File: config.mk
export PLATFORM = sky130hd
export DESIGN_NAME = factor_round
export DESIGN_NICKNAME = d
export VERILOG_FILES = /design/src/rtl/factor_pkg.sv /design/src/rtl/factor_round_sec_tick.sv /design/src/rtl/factor_round.sv
export SDC_FILE = /design/constraint.sdc
export NUM_CORES = 1
export LEC_CHECK = 0
export BUFFER_PORTS_ARGS = -buffer_cell sky130_fd_sc_hd__buf_2
export CORE_MARGIN = 4
export CORE_UTILIZATION = 44
export DETAILED_ROUTE_END_ITERATION = 10
export PLACE_DENSITY_LB_ADDON = 0.05
export SLEW_MARGIN = 20
export SYNTH_ARGS = -nofsm -noshare
export SYNTH_HDL_FRONTEND = slang
export SYNTH_SLANG_ARGS = --single-unit
File: constraint.sdc
create_clock -name CLK -period 26.9 [get_ports CLK]
set_input_delay 5.38 -clock CLK [delete_from_list [all_inputs] [get_ports CLK]]
set_output_delay 5.38 -clock CLK [all_outputs]
set_load 0.01 [all_outputs]
File: src/rtl/factor_pkg.sv
// Shared types and constants for the factorization game round engine.
package factor_pkg;

    typedef enum logic [2:0] {
        ST_IDLE,
        ST_LOAD,
        ST_PLAY,
        ST_WIN,
        ST_LOSE
    } state_t;

    localparam int unsigned VAL_W = 8;

    localparam logic [VAL_W-1:0] PRIME_2 = 8'd2;
    localparam logic [VAL_W-1:0] PRIME_3 = 8'd3;
    localparam logic [VAL_W-1:0] PRIME_5 = 8'd5;
    localparam logic [VAL_W-1:0] PRIME_7 = 8'd7;

    // Entry 0 is the least significant slice.
    localparam logic [9:0][VAL_W-1:0] TARGETS = {
        8'd210, 8'd84, 8'd60, 8'd45, 8'd42,
        8'd30,  8'd28, 8'd20, 8'd18, 8'd12
    };

    typedef struct packed {
        logic             hit;
        logic [VAL_W-1:0] quot;
    } div_res_t;

    function automatic logic [VAL_W-1:0] target_of(input logic [3:0] num);
        logic [3:0] idx;
        idx = (num > 4'd9) ? 4'd0 : num;
        return TARGETS[idx];
    endfunction

    // press is one-hot {7,5,3,2}; each arm divides by a constant only.
    function automatic div_res_t try_divide(input logic [VAL_W-1:0] v,
                                            input logic [3:0]       press);
        div_res_t r;
        case (press)
            4'b0001: begin r.hit = (v % PRIME_2) == '0; r.quot = v / PRIME_2; end
            4'b0010: begin r.hit = (v % PRIME_3) == '0; r.quot = v / PRIME_3; end
            4'b0100: begin r.hit = (v % PRIME_5) == '0; r.quot = v / PRIME_5; end
            4'b1000: begin r.hit = (v % PRIME_7) == '0; r.quot = v / PRIME_7; end
            default: begin r.hit = 1'b0;                r.quot = v;           end
        endcase
        return r;
    endfunction

endpackage

File: src/rtl/factor_round_sec_tick.sv
// Seconds divider: counts while enabled, one-cycle tick at the terminal count.
module sec_tick #(
    parameter logic [25:0] CNT_MAX = 26'd49_999_999
) (
    input  logic clk,
    input  logic rst,
    input  logic clr,
    input  logic en,
    output logic tick
);

    logic [25:0] cnt;

    assign tick = en && (cnt == CNT_MAX);

    always_ff @(posedge clk) begin
        if (rst || clr) begin
            cnt <= '0;
        end else if (en) begin
            cnt <= tick ? '0 : cnt + 26'd1;
        end
    end

endmodule

File: src/rtl/factor_round.sv
// Round engine: loads a composite target, applies prime-button presses
// against a seconds countdown, and reports WIN/LOSE.
module factor_round
    import factor_pkg::*;
#(
    parameter logic [25:0] CNT_MAX    = 26'd49_999_999,
    parameter logic [5:0]  TIME_LIMIT = 6'd30,
    parameter logic [1:0]  MAX_MISS   = 2'd3
) (
    input  logic             CLK,
    input  logic             RST,
    input  logic             RUN_IN,
    input  logic [3:0]       NUM,
    input  logic             BTN_P2,
    input  logic             BTN_P3,
    input  logic             BTN_P5,
    input  logic             BTN_P7,
    output logic [VAL_W-1:0] VALUE,
    output logic [3:0]       HITS,
    output logic [1:0]       MISS,
    output logic [5:0]       TIME_LEFT,
    output logic             PLAYING,
    output logic             WIN,
    output logic             LOSE
);

    state_t     state, next_state;
    logic       run_q;
    logic       run_rise;
    logic [3:0] btn, btn_q, btn_rise;
    logic       tick, tick_clr, tick_en;
    logic       playing_d, win_d, lose_d;
    div_res_t   res;

    assign btn      = {BTN_P7, BTN_P5, BTN_P3, BTN_P2};
    assign run_rise = RUN_IN & ~run_q;
    assign btn_rise = btn & ~btn_q;
    assign res      = try_divide(VALUE, btn_rise);
    assign tick_clr = (state == ST_LOAD);
    assign tick_en  = (state == ST_PLAY);

    sec_tick #(
        .CNT_MAX(CNT_MAX)
    ) u_sec_tick (
        .clk (CLK),
        .rst (RST),
        .clr (tick_clr),
        .en  (tick_en),
        .tick(tick)
    );

    always_ff @(posedge CLK) begin
        if (RST) begin
            run_q <= 1'b0;
            btn_q <= '0;
        end else begin
            run_q <= RUN_IN;
            btn_q <= btn;
        end
    end

    // State register; the flags are registered from the next-state decode
    // so they line up exactly with the state they describe.
    always_ff @(posedge CLK) begin
        if (RST) begin
            state   <= ST_IDLE;
            PLAYING <= 1'b0;
            WIN     <= 1'b0;
            LOSE    <= 1'b0;
        end else begin
            state   <= next_state;
            PLAYING <= playing_d;
            WIN     <= win_d;
            LOSE    <= lose_d;
        end
    end

    always_comb begin
        next_state = state;
        case (state)
            ST_IDLE: if (run_rise) next_state = ST_LOAD;
            ST_LOAD: next_state = ST_PLAY;
            ST_PLAY: begin
                if (!RUN_IN)                 next_state = ST_IDLE;
                else if (VALUE == 8'd1)      next_state = ST_WIN;
                else if (MISS == MAX_MISS)   next_state = ST_LOSE;
                else if (TIME_LEFT == '0)    next_state = ST_LOSE;
            end
            ST_WIN, ST_LOSE: if (!RUN_IN) next_state = ST_IDLE;
            default: next_state = ST_IDLE;
        endcase
    end

    always_comb begin
        playing_d = (next_state == ST_PLAY);
        win_d     = (next_state == ST_WIN);
        lose_d    = (next_state == ST_LOSE);
    end

    // Presses and ticks only land while the round stays in PLAY, so the
    // counters that caused an exit are the ones left frozen on display.
    always_ff @(posedge CLK) begin
        if (RST) begin
            VALUE     <= '0;
            HITS      <= '0;
            MISS      <= '0;
            TIME_LEFT <= '0;
        end else begin
            case (state)
                ST_LOAD: begin
                    VALUE     <= target_of(NUM);
                    HITS      <= '0;
                    MISS      <= '0;
                    TIME_LEFT <= TIME_LIMIT;
                end
                ST_PLAY: begin
                    if (!RUN_IN) begin
                        VALUE     <= '0;
                        HITS      <= '0;
                        MISS      <= '0;
                        TIME_LEFT <= '0;
                    end else if (next_state == ST_PLAY) begin
                        if ($onehot(btn_rise)) begin
                            if (res.hit) begin
                                VALUE <= res.quot;
                                if (HITS != 4'hF) HITS <= HITS + 4'd1;
                            end else begin
                                MISS <= MISS + 2'd1;
                            end
                        end
                        if (tick && TIME_LEFT != '0) TIME_LEFT <= TIME_LEFT - 6'd1;
                    end
                end
                default: ;
            endcase
        end
    end

endmodule
==> metrics.txt, run 1 <==
WHS=between 0.4 and 0.5 ns; DR iter-0 viols=~560; number of global-route vias before repair=between 6000 and 7000; CP peak stage delay=between 0.5 and 0.6 ns; HP Class=register to register; clock tree buffer depth=2; Max Transition Viols Final=0; Synth Cell Area=between 6000 and 7000 µm²; Startpoint Class=input pin; initial antenna violation count=0; ys async rst share=0%; status=finished clean; pin count of the biggest net entering global routing=46; via/cell ratio=approximately 6.3; Crit path arrival time=around 17 ns; final setup fails=0; Post-Syn Area per Cell=7.47 µm²; routed len/inst=17.8 µm; crit share post-route=61.4%; maximum VDD drop=between 50 and 60 µV; core region area=about 14000 µm²; most frequent cells in the layout=nor2_1, nand2_1, dfxtp_1; setup TNS=0 ns; Leak=2.75 nW; Die ar.=between 15000 and 20000 µm²; Area Overhead vs Synth=9.55%; CTS Sinks=57; TritonCTS buffer count=9; max-cap check violation count=0; drt first pass iters=7; crit path time final=around 17 ns; grt ovf=0; number of flops mapped to enable cells by yosys=0; post-synth cell types=93; Skew-Pair Late Insertion Delay=roughly 0.33 ns; Data required, critical path=27.09 ns; most common cell after layout, fill and taps aside=nor2_1; global-route usage over all layers=about 22%; FMAX=just over 60 MHz; PostCTS Resize Cnt=0; routed vias=approximately 6600; TritonCTS clock tree=yes; half-perimeter wire length after placement=13.6 mm; placed cell area=6700 µm²; Crit Path Max Fanout=10; Seq/Total Area, Yosys=between 10% and 20%; CP Capture Type=register; Slew @ Worst Pin=0.911 ns; prevailing post-synth register cell=dfxtp_1; Layout Cells excl Fill=approximately 1100; most used cell along the critical path=ha_1; placed cells=just over 1000; clk slew on worst S/H paths=about 0.050 ns; Rel. slew slack=38.8%; first-pass GRT wire length=roughly 31 mm; P per Cell Area=around 78 nW/µm²; Crit Path Category=input pin to register; final worst setup slack=about 10 ns; Hold Vio Cnt, Final=0; H-tree Lvls=3; RSZ-0062 raised after global routing=no; starting density of the core=44.7%; DR DRC count=0; Final Util=approximately half; die height=about 130 µm; WL final=between 15 and 20 mm; Root Buffer=clkbuf_16; Die W=approximately 130 µm; Mapped Cells=866; antenna-violating nets left=0; Final Skew=0.00509 ns; syn nets=917; Site Rows=44; # IOs=34; routability-driven placement congestion ratio=0.868; fillers=between 1000 and 1500; # port buffers=33; Power Total=between 500 and 600 µW; Nets=916; antenna cell count=0; share of layout cells above drive strength 1=a little under an eighth; Post-CTS Setup Bufs=0; #FFs+latches synth=57; cell with the largest stage delay on the worst path=nor4_2; Synth warnings=0; Setup WS pre-CTS=10.25 ns; CTS Hold Bufs=0; Design Area, Final=around 7000 µm²
[cell type report]
type / count / area, µm² / share of cell area [%]
Tap cell: 184 / 230 / 3.25
Sequential cell: 57 / 1140 / 16.1
Multi-Input combinational cell: 723 / 4990 / 70.4
Clock inverter: 5 / 125 / 1.77
Timing Repair Buffer: 41 / 225 / 3.18
Inverter: 33 / 124 / 1.75
Clock buffer: 11 / 253 / 3.57
[final timing paths]
check	from	endpoint	slack, ns	depth (start not counted)
worst max-delay path	BTN_P2	VALUE[0]	10.38	46
worst min-delay path	u_sec_tick.cnt[15]	u_sec_tick.cnt[15]	0.49	2
worst max register to register	btn_q[0]	VALUE[0]	15.25	45
worst min register to register	u_sec_tick.cnt[15]	u_sec_tick.cnt[15]	0.49	2
[cell usage after synthesis (11+ instances only)]
| cell | count | area share [%] |
|---|---|---|
| and3_1 | 11 | 1.1 |
| a21o_1 | 14 | 1.6 |
| nand3_1 | 35 | 2.7 |
| nand2b_1 | 17 | 1.6 |
| a21oi_1 | 52 | 4.0 |
| nor2_1 | 88 | 5.1 |
| and2_1 | 13 | 1.3 |
| or3_1 | 12 | 1.2 |
| a31oi_1 | 12 | 1.2 |
| clkbuf_1 | 35 | 2.0 |
| a211oi_1 | 16 | 1.9 |
| nor2b_1 | 14 | 1.4 |
| xnor2_1 | 25 | 3.4 |
| o21ai_0 | 42 | 3.2 |
| nor3_1 | 30 | 2.3 |
| inv_1 | 28 | 1.6 |
| nand2_1 | 59 | 3.4 |
| xor2_1 | 24 | 3.2 |
| dfxtp_1 | 57 | 18 |
| ha_1 | 38 | 7.3 |
[worst max-delay path: cells and delay by family]
kind / cells / cell delay [ns]
buf+inv: 3 / 0.29
compound gates: 13 / 3.32
fa+ha+maj: 9 / 2.77
xor+xnor: 2 / 0.45
mux: 4 / 1.40
simple gates: 15 / 3.04
[report_power, final]
part,internal (mW),switching [mW]
Clock,0.105,0.0385
Sequential,0.0887,0.00478
Combinational,0.126,0.189
Total,0.319,0.232
[logic make-up after synthesis]
family          share of synthesized area [%]
simple gates                             28.9
fa+ha+maj                                8.28
flops                                    17.6
buf+inv                                  5.51
mux                                      3.29
compound gates                           29.8
xor+xnor                                 6.63
[routing by layer]
| layer | GRT usage (%) | up-vias | part of all wire [%] |
|---|---|---|---|
| li1 | - | 3244 | - |
| met1 | 31.5 | 3128 | 48 |
| met2 | 35.2 | 214 | 45 |
| met3 | 3.46 | 31 | 5.0 |
| met4 | 7.41 | 0 | 2.1 |
| met5 | 0 | - | 0 |
[state kept, by name, indices dropped and copies added (netlist names)]
| name | flops |
|---|---|
| MISS | 2 |
| u_sec_tick.cnt | 26 |
| state | 3 |
| TIME_LEFT | 6 |
| WIN | 1 |
| run_q | 1 |
| LOSE | 1 |
| HITS | 4 |
| PLAYING | 1 |
| btn_q | 4 |
| VALUE | 8 |
(Power assumes the default switching activity.)
==> run 2, diff against run 1 <==
Clock period 26.9 ns to 14.1 ns, I/O delays scaled along.
==> metrics.txt, run 2 (synthesized netlist as in run 1, its figures left out) <==
DR DRC count=0 (unchanged); CP Capture Type=register; Final Util=48.9% (about the same); crit path time final=13.21 ns; setup TNS=0 ns (unchanged); grt ovf=0 (unchanged); met3 GRT Util=2.72% (-0.74 points); H-tree Lvls=3 (unchanged); initial antenna violation count=0 (unchanged); share of layout cells above drive strength 1=12.1% (+0.56 points); antenna cell count=0 (unchanged); Crit path arrival time=13.40 ns (-3.30 ns); Post-CTS Setup Bufs=0 (unchanged); global-route usage over all layers=22.7% (+0.25 points); antenna-violating nets left=0 (unchanged); Die W=129 µm (unchanged); Area Overhead vs Synth=9.51% (about the same); cell with the largest stage delay on the worst path=o41ai_1; final setup fails=0 (unchanged); final worst setup slack=0.891 ns (-9.49 ns); Biggest register=u_sec_tick.cnt; Die ar.=16700 µm² (unchanged); TritonCTS buffer count=9 (unchanged); CP peak stage delay=0.45 ns (-0.08 ns); drt first pass iters=5 (-2); TritonCTS clock tree=yes; met2 usage=35.7% (+0.55 points); number of global-route vias before repair=6236 (+0.74%); Layout Cells excl Fill=1055 (+0.095%); Max Transition Viols Final=0 (unchanged); die height=129 µm (unchanged); FMAX=between 70 and 80 MHz; Skew-Pair Late Insertion Delay=0.32 ns (about the same); Final Skew=0.00574 ns (+0.000651 ns); core region area=14500 µm² (unchanged); # IOs=34 (unchanged); half-perimeter wire length after placement=13.8 mm (+1.6%); maximum VDD drop=81.3 µV (+57%); placed cells=1039 (+0.096%); Data required, critical path=14.29 ns (-12.80 ns); Crit Path Max Fanout=7 (-3); Crit Path Category=input pin to register; Slew @ Worst Pin=1.01 ns (+0.0997 ns); RSZ-0062 raised after global routing=no; starting density of the core=44.7% (unchanged); max-cap check violation count=0 (unchanged); via/cell ratio=6.35 (+1.2%); most common cell after layout, fill and taps aside=nor2_1; Leak=2.74 nW (-0.52%); Rel. slew slack=32.1% (-6.7 points); P per Cell Area=147 nW/µm² (+89%); HP Class=register to register; WL final=19.1 mm (+1.4%); CP Buf/Inv Count=3 (unchanged); # port buffers=33 (unchanged); Hold Vio Cnt, Final=0 (unchanged); crit share post-route=93.7%; max reg flops=26 (unchanged); met1 Use GR=32.4% (+0.86 points); clk slew on worst S/H paths=0.05 ns (about the same); routability-driven placement congestion ratio=0.890 (+2.6%); DR iter-0 viols=537 (-4.4%); most used cell along the critical path=ha_1; GR peak layer=met2; first-pass GRT wire length=31.3 mm (+0.71%); Site Rows=44 (unchanged); biggest registers after layout=u_sec_tick.cnt (26), VALUE (8), TIME_LEFT (6); pin count of the biggest net entering global routing=46 (unchanged); CTS Sinks=57 (unchanged); routed len/inst=18.1 µm (+1.3%); Startpoint Class=input pin; most frequent cells in the layout=nor2_1, nand2_1, dfxtp_1; clock tree buffer depth=2 (unchanged); fillers=1451 (-1.4%); delay-heaviest family, CP=compound AO/OA/AOI/OAI gates; Root Buffer=clkbuf_16; status=finished clean; Setup WS pre-CTS=0.261 ns (-9.99 ns); routed vias=6702 (+1.3%); Nets=917 (+0.11%)
==> run 2: cell types whose count changed in the layout (fill, tap and decap cells not counted), moves of 2 or more <==
cell        delta
clkinvlp_4     +2
clkbuf_8       -2
a21oi_1        -2
a21oi_2        +2
==> run 2: repair_timing <==
action	in CTS	in global routing
endpoints found under the setup margin	0	1
hold buffers	0	0
resized for setup	0	5
hold endpoints to repair	0	0
==> run 2: cell type report <==
| class | count | area [µm²] | share of cell area, % |
|---|---|---|---|
| clock buffer | 9 | 225 | 3.18 |
| clock inverter | 7 | 119 | 1.68 |
| inverter | 33 | 124 | 1.75 |
| multi-input combinational | 723 | 5010 | 70.8 |
| sequential | 57 | 1140 | 16.1 |
| tap | 184 | 230 | 3.25 |
| timing repair buffer | 42 | 233 | 3.28 |
==> run 2: final timing paths <==
path	start	end	slack [ns]	cells after the start
max reg2reg	btn_q[0]	VALUE[0]	3.19	48
min reg2reg	TIME_LEFT[4]	TIME_LEFT[4]	0.49	2
min	TIME_LEFT[4]	TIME_LEFT[4]	0.49	2
max	BTN_P2	VALUE[0]	0.89	49
==> run 2: report_power, final <==
group	switching, mW	leakage [nW]	internal, mW
clock	0.0753	0.162	0.172
sequential	0.00921	0.463	0.169
combinational	0.370	2.11	0.244
total	0.454	2.74	0.585
==> run 2: per-layer routing <==
| layer | up-vias | wire length [µm] | share of wire [%] |
|---|---|---|---|
| met3 | 31 | 1060 | 5.6 |
| met1 | 3155 | 8970 | 47 |
| met5 | - | 0 | 0 |
| met4 | 0 | 385 | 2.0 |
| met2 | 252 | 8650 | 45 |
| li1 | 3264 | - | - |
==> run 2: per-stage QoR <==
step / instance area (µm²) / power (mW) / hold slack (ns)
finish: 7090 / 1.04 / 0.492
global placement: 6710 / 0.768 / 0.473
detailed placement: 6710 / 0.776 / 0.475
CTS: 7060 / 1.03 / 0.491
floorplan: 6470 / 0.651 / 0.458
global route: 7090 / 1.12 / 0.508
==> run 2: worst min-delay path: cells and delay by family (launching register included) <==
family          cells  cell delay [ns]
flops               1             0.31
compound gates      2             0.13
==> run 3, diff against run 2 <==
Settings changed: CORE_UTILIZATION 44 to 35, CTS_CLUSTER_SIZE from default to 8.
==> metrics.txt, run 3 (synthesized netlist as in run 1, its figures left out) <==
CP peak stage delay=0.41 ns (-0.04 ns); Hold Vio Cnt, Final=0 (unchanged); crit path time final=13.17 ns (-0.0373 ns); RSZ-0062 raised after global routing=no; Rel. slew slack=33.7% (+1.6 points); biggest registers after layout=u_sec_tick.cnt (26), VALUE (8), TIME_LEFT (6); routed len/inst=17.8 µm (-1.3%); max reg flops=26 (unchanged); Leak=2.74 nW (+0.16%); clk slew on worst S/H paths=0.05 ns (about the same); most used cell along the critical path=ha_1; via/cell ratio=6.02 (-5.2%); TritonCTS clock tree=yes; pin count of the biggest net entering global routing=44 (-4.3%); worst setup path start=BTN_P2; P per Cell Area=146 nW/µm² (-0.63%); Hold Crit Start=u_sec_tick.cnt[15]; # port buffers=33 (unchanged); PostCTS Resize Cnt=0 (unchanged); clock tree buffer depth=2 (unchanged); GR peak layer=met2; CP Capture Type=register; maximum VDD drop=73.1 µV (-10%); Slew @ Worst Pin=0.987 ns (-0.0234 ns); routability-driven placement congestion ratio=0.826 (-7.3%); CTS Sinks=57 (unchanged); grt ovf=0 (unchanged); number of global-route vias before repair=6386 (+2.4%); Data required, critical path=14.29 ns (about the same); Die ar.=20700 µm² (+24%); initial antenna violation count=0 (unchanged); Layout Cells excl Fill=1101 (+4.4%); placed cells=1085 (+4.4%); FMAX=75.9 MHz (+0.28%); WL final=19.6 mm (+3.0%); max-cap check violation count=0 (unchanged); Biggest register=u_sec_tick.cnt; Root Buffer=clkbuf_16; setup TNS=0 ns (unchanged); Max Transition Viols Final=0 (unchanged); antenna-violating nets left=0 (unchanged); starting density of the core=35.8% (-8.9 points); Reg2Reg Depth=47 (-2.1%); Skew-Pair Late Insertion Delay=0.33 ns (about the same); cell with the largest stage delay on the worst path=a211oi_1; WHS=0.493 ns (+0.00112 ns); core region area=18100 µm² (+25%); Die W=144 µm (+11%); DR DRC count=0 (unchanged); TritonCTS buffer count=9 (unchanged); met1 Use GR=26.1% (-6.2 points); CTS Hold Bufs=0 (unchanged); die height=144 µm (+11%); # IOs=34 (unchanged); drt first pass iters=6 (+1); met3 GRT Util=3.39% (+0.67 points); H-tree Lvls=3 (unchanged); Crit Path Max Fanout=7 (unchanged); Crit Path Category=input pin to register; final setup fails=0 (unchanged); Setup WS pre-CTS=0.694 ns (+0.433 ns); Site Rows=49 (+11%); Crit path arrival time=13.36 ns (-0.04 ns); DR iter-0 viols=730 (+36%); first-pass GRT wire length=32.6 mm (+4.0%); status=finished clean; Final Skew=0.00807 ns (+0.00233 ns); global-route usage over all layers=19.2% (-3.5 points); worst hold path depth=2 (unchanged); Critical R2R Launch=btn_q[0]; Post-CTS Setup Bufs=0 (unchanged); most frequent cells in the layout=nor2_1, nand2_1, dfxtp_1; half-perimeter wire length after placement=14.3 mm (+3.3%); Startpoint Class=input pin; most common cell after layout, fill and taps aside=nor2_1; met2 usage=30.8% (-4.9 points); final worst setup slack=0.929 ns (+0.0373 ns); antenna cell count=0 (unchanged); Nets=918 (+0.11%); share of layout cells above drive strength 1=11.6% (-0.47 points); routed vias=6628 (-1.1%); crit share post-route=93.4% (-0.26 points); Area Overhead vs Synth=10.2%; HP Class=register to register
==> run 3: cell count changes in the layout (fill, tap and decap cells not counted), sizes merged <==
| cell | change |
|---|---|
| buf | +1 |
| clkbuf | +2 |
| clkinv | -1 |
| clkinvlp | -1 |
==> run 3: worst paths after layout <==
kind                   endpoint  slack (ns)
max                    VALUE[0]        0.93
min          u_sec_tick.cnt[15]        0.49
max reg2reg            VALUE[0]        3.23
min reg2reg  u_sec_tick.cnt[15]        0.49
==> run 3: cell type report <==
cell class | instances | area [µm²]
Timing Repair Buffer | 43 | 240
Clock inverter | 5 | 103
Sequential cell | 57 | 1140
Clock buffer | 11 | 243
Multi-Input combinational cell | 723 | 4990
Tap cell | 229 | 287
Fill cell | 1872 | 11000
Inverter | 33 | 124
==> run 3: layer usage <==
layer,vias to the layer above,part of all wire [%]
met5,-,0
met3,33,5.3
li1,3254,-
met2,199,45
met4,0,2.2
met1,3142,48
==> run 3: critical path: cells and delay by family <==
family | cells | cell delay [ns]
mux | 3 | 1.00
buf+inv | 4 | 0.48
simple gates | 15 | 2.43
fa+ha+maj | 9 | 2.60
compound gates | 14 | 3.45
xor+xnor | 3 | 0.57
==> run 3: power breakdown <==
group	internal (mW)	total [mW]	switching (mW)
sequential	0.169	0.179	0.0101
combinational	0.244	0.607	0.362
clock	0.177	0.253	0.0757
total	0.591	1.04	0.448
==> run 3: stage by stage <==
stage / total power, mW / utilization, % / instance area, µm²
2_1_floorplan: 0.651 / - / 6470
3_3_place_gp: 0.772 / 37.5 / 6780
3_5_place_dp: 0.780 / 37.5 / 6780
4_1_cts: 1.04 / 39.4 / 7120
5_1_grt: 1.12 / 39.4 / 7130
6_report: 1.04 / 39.4 / 7130
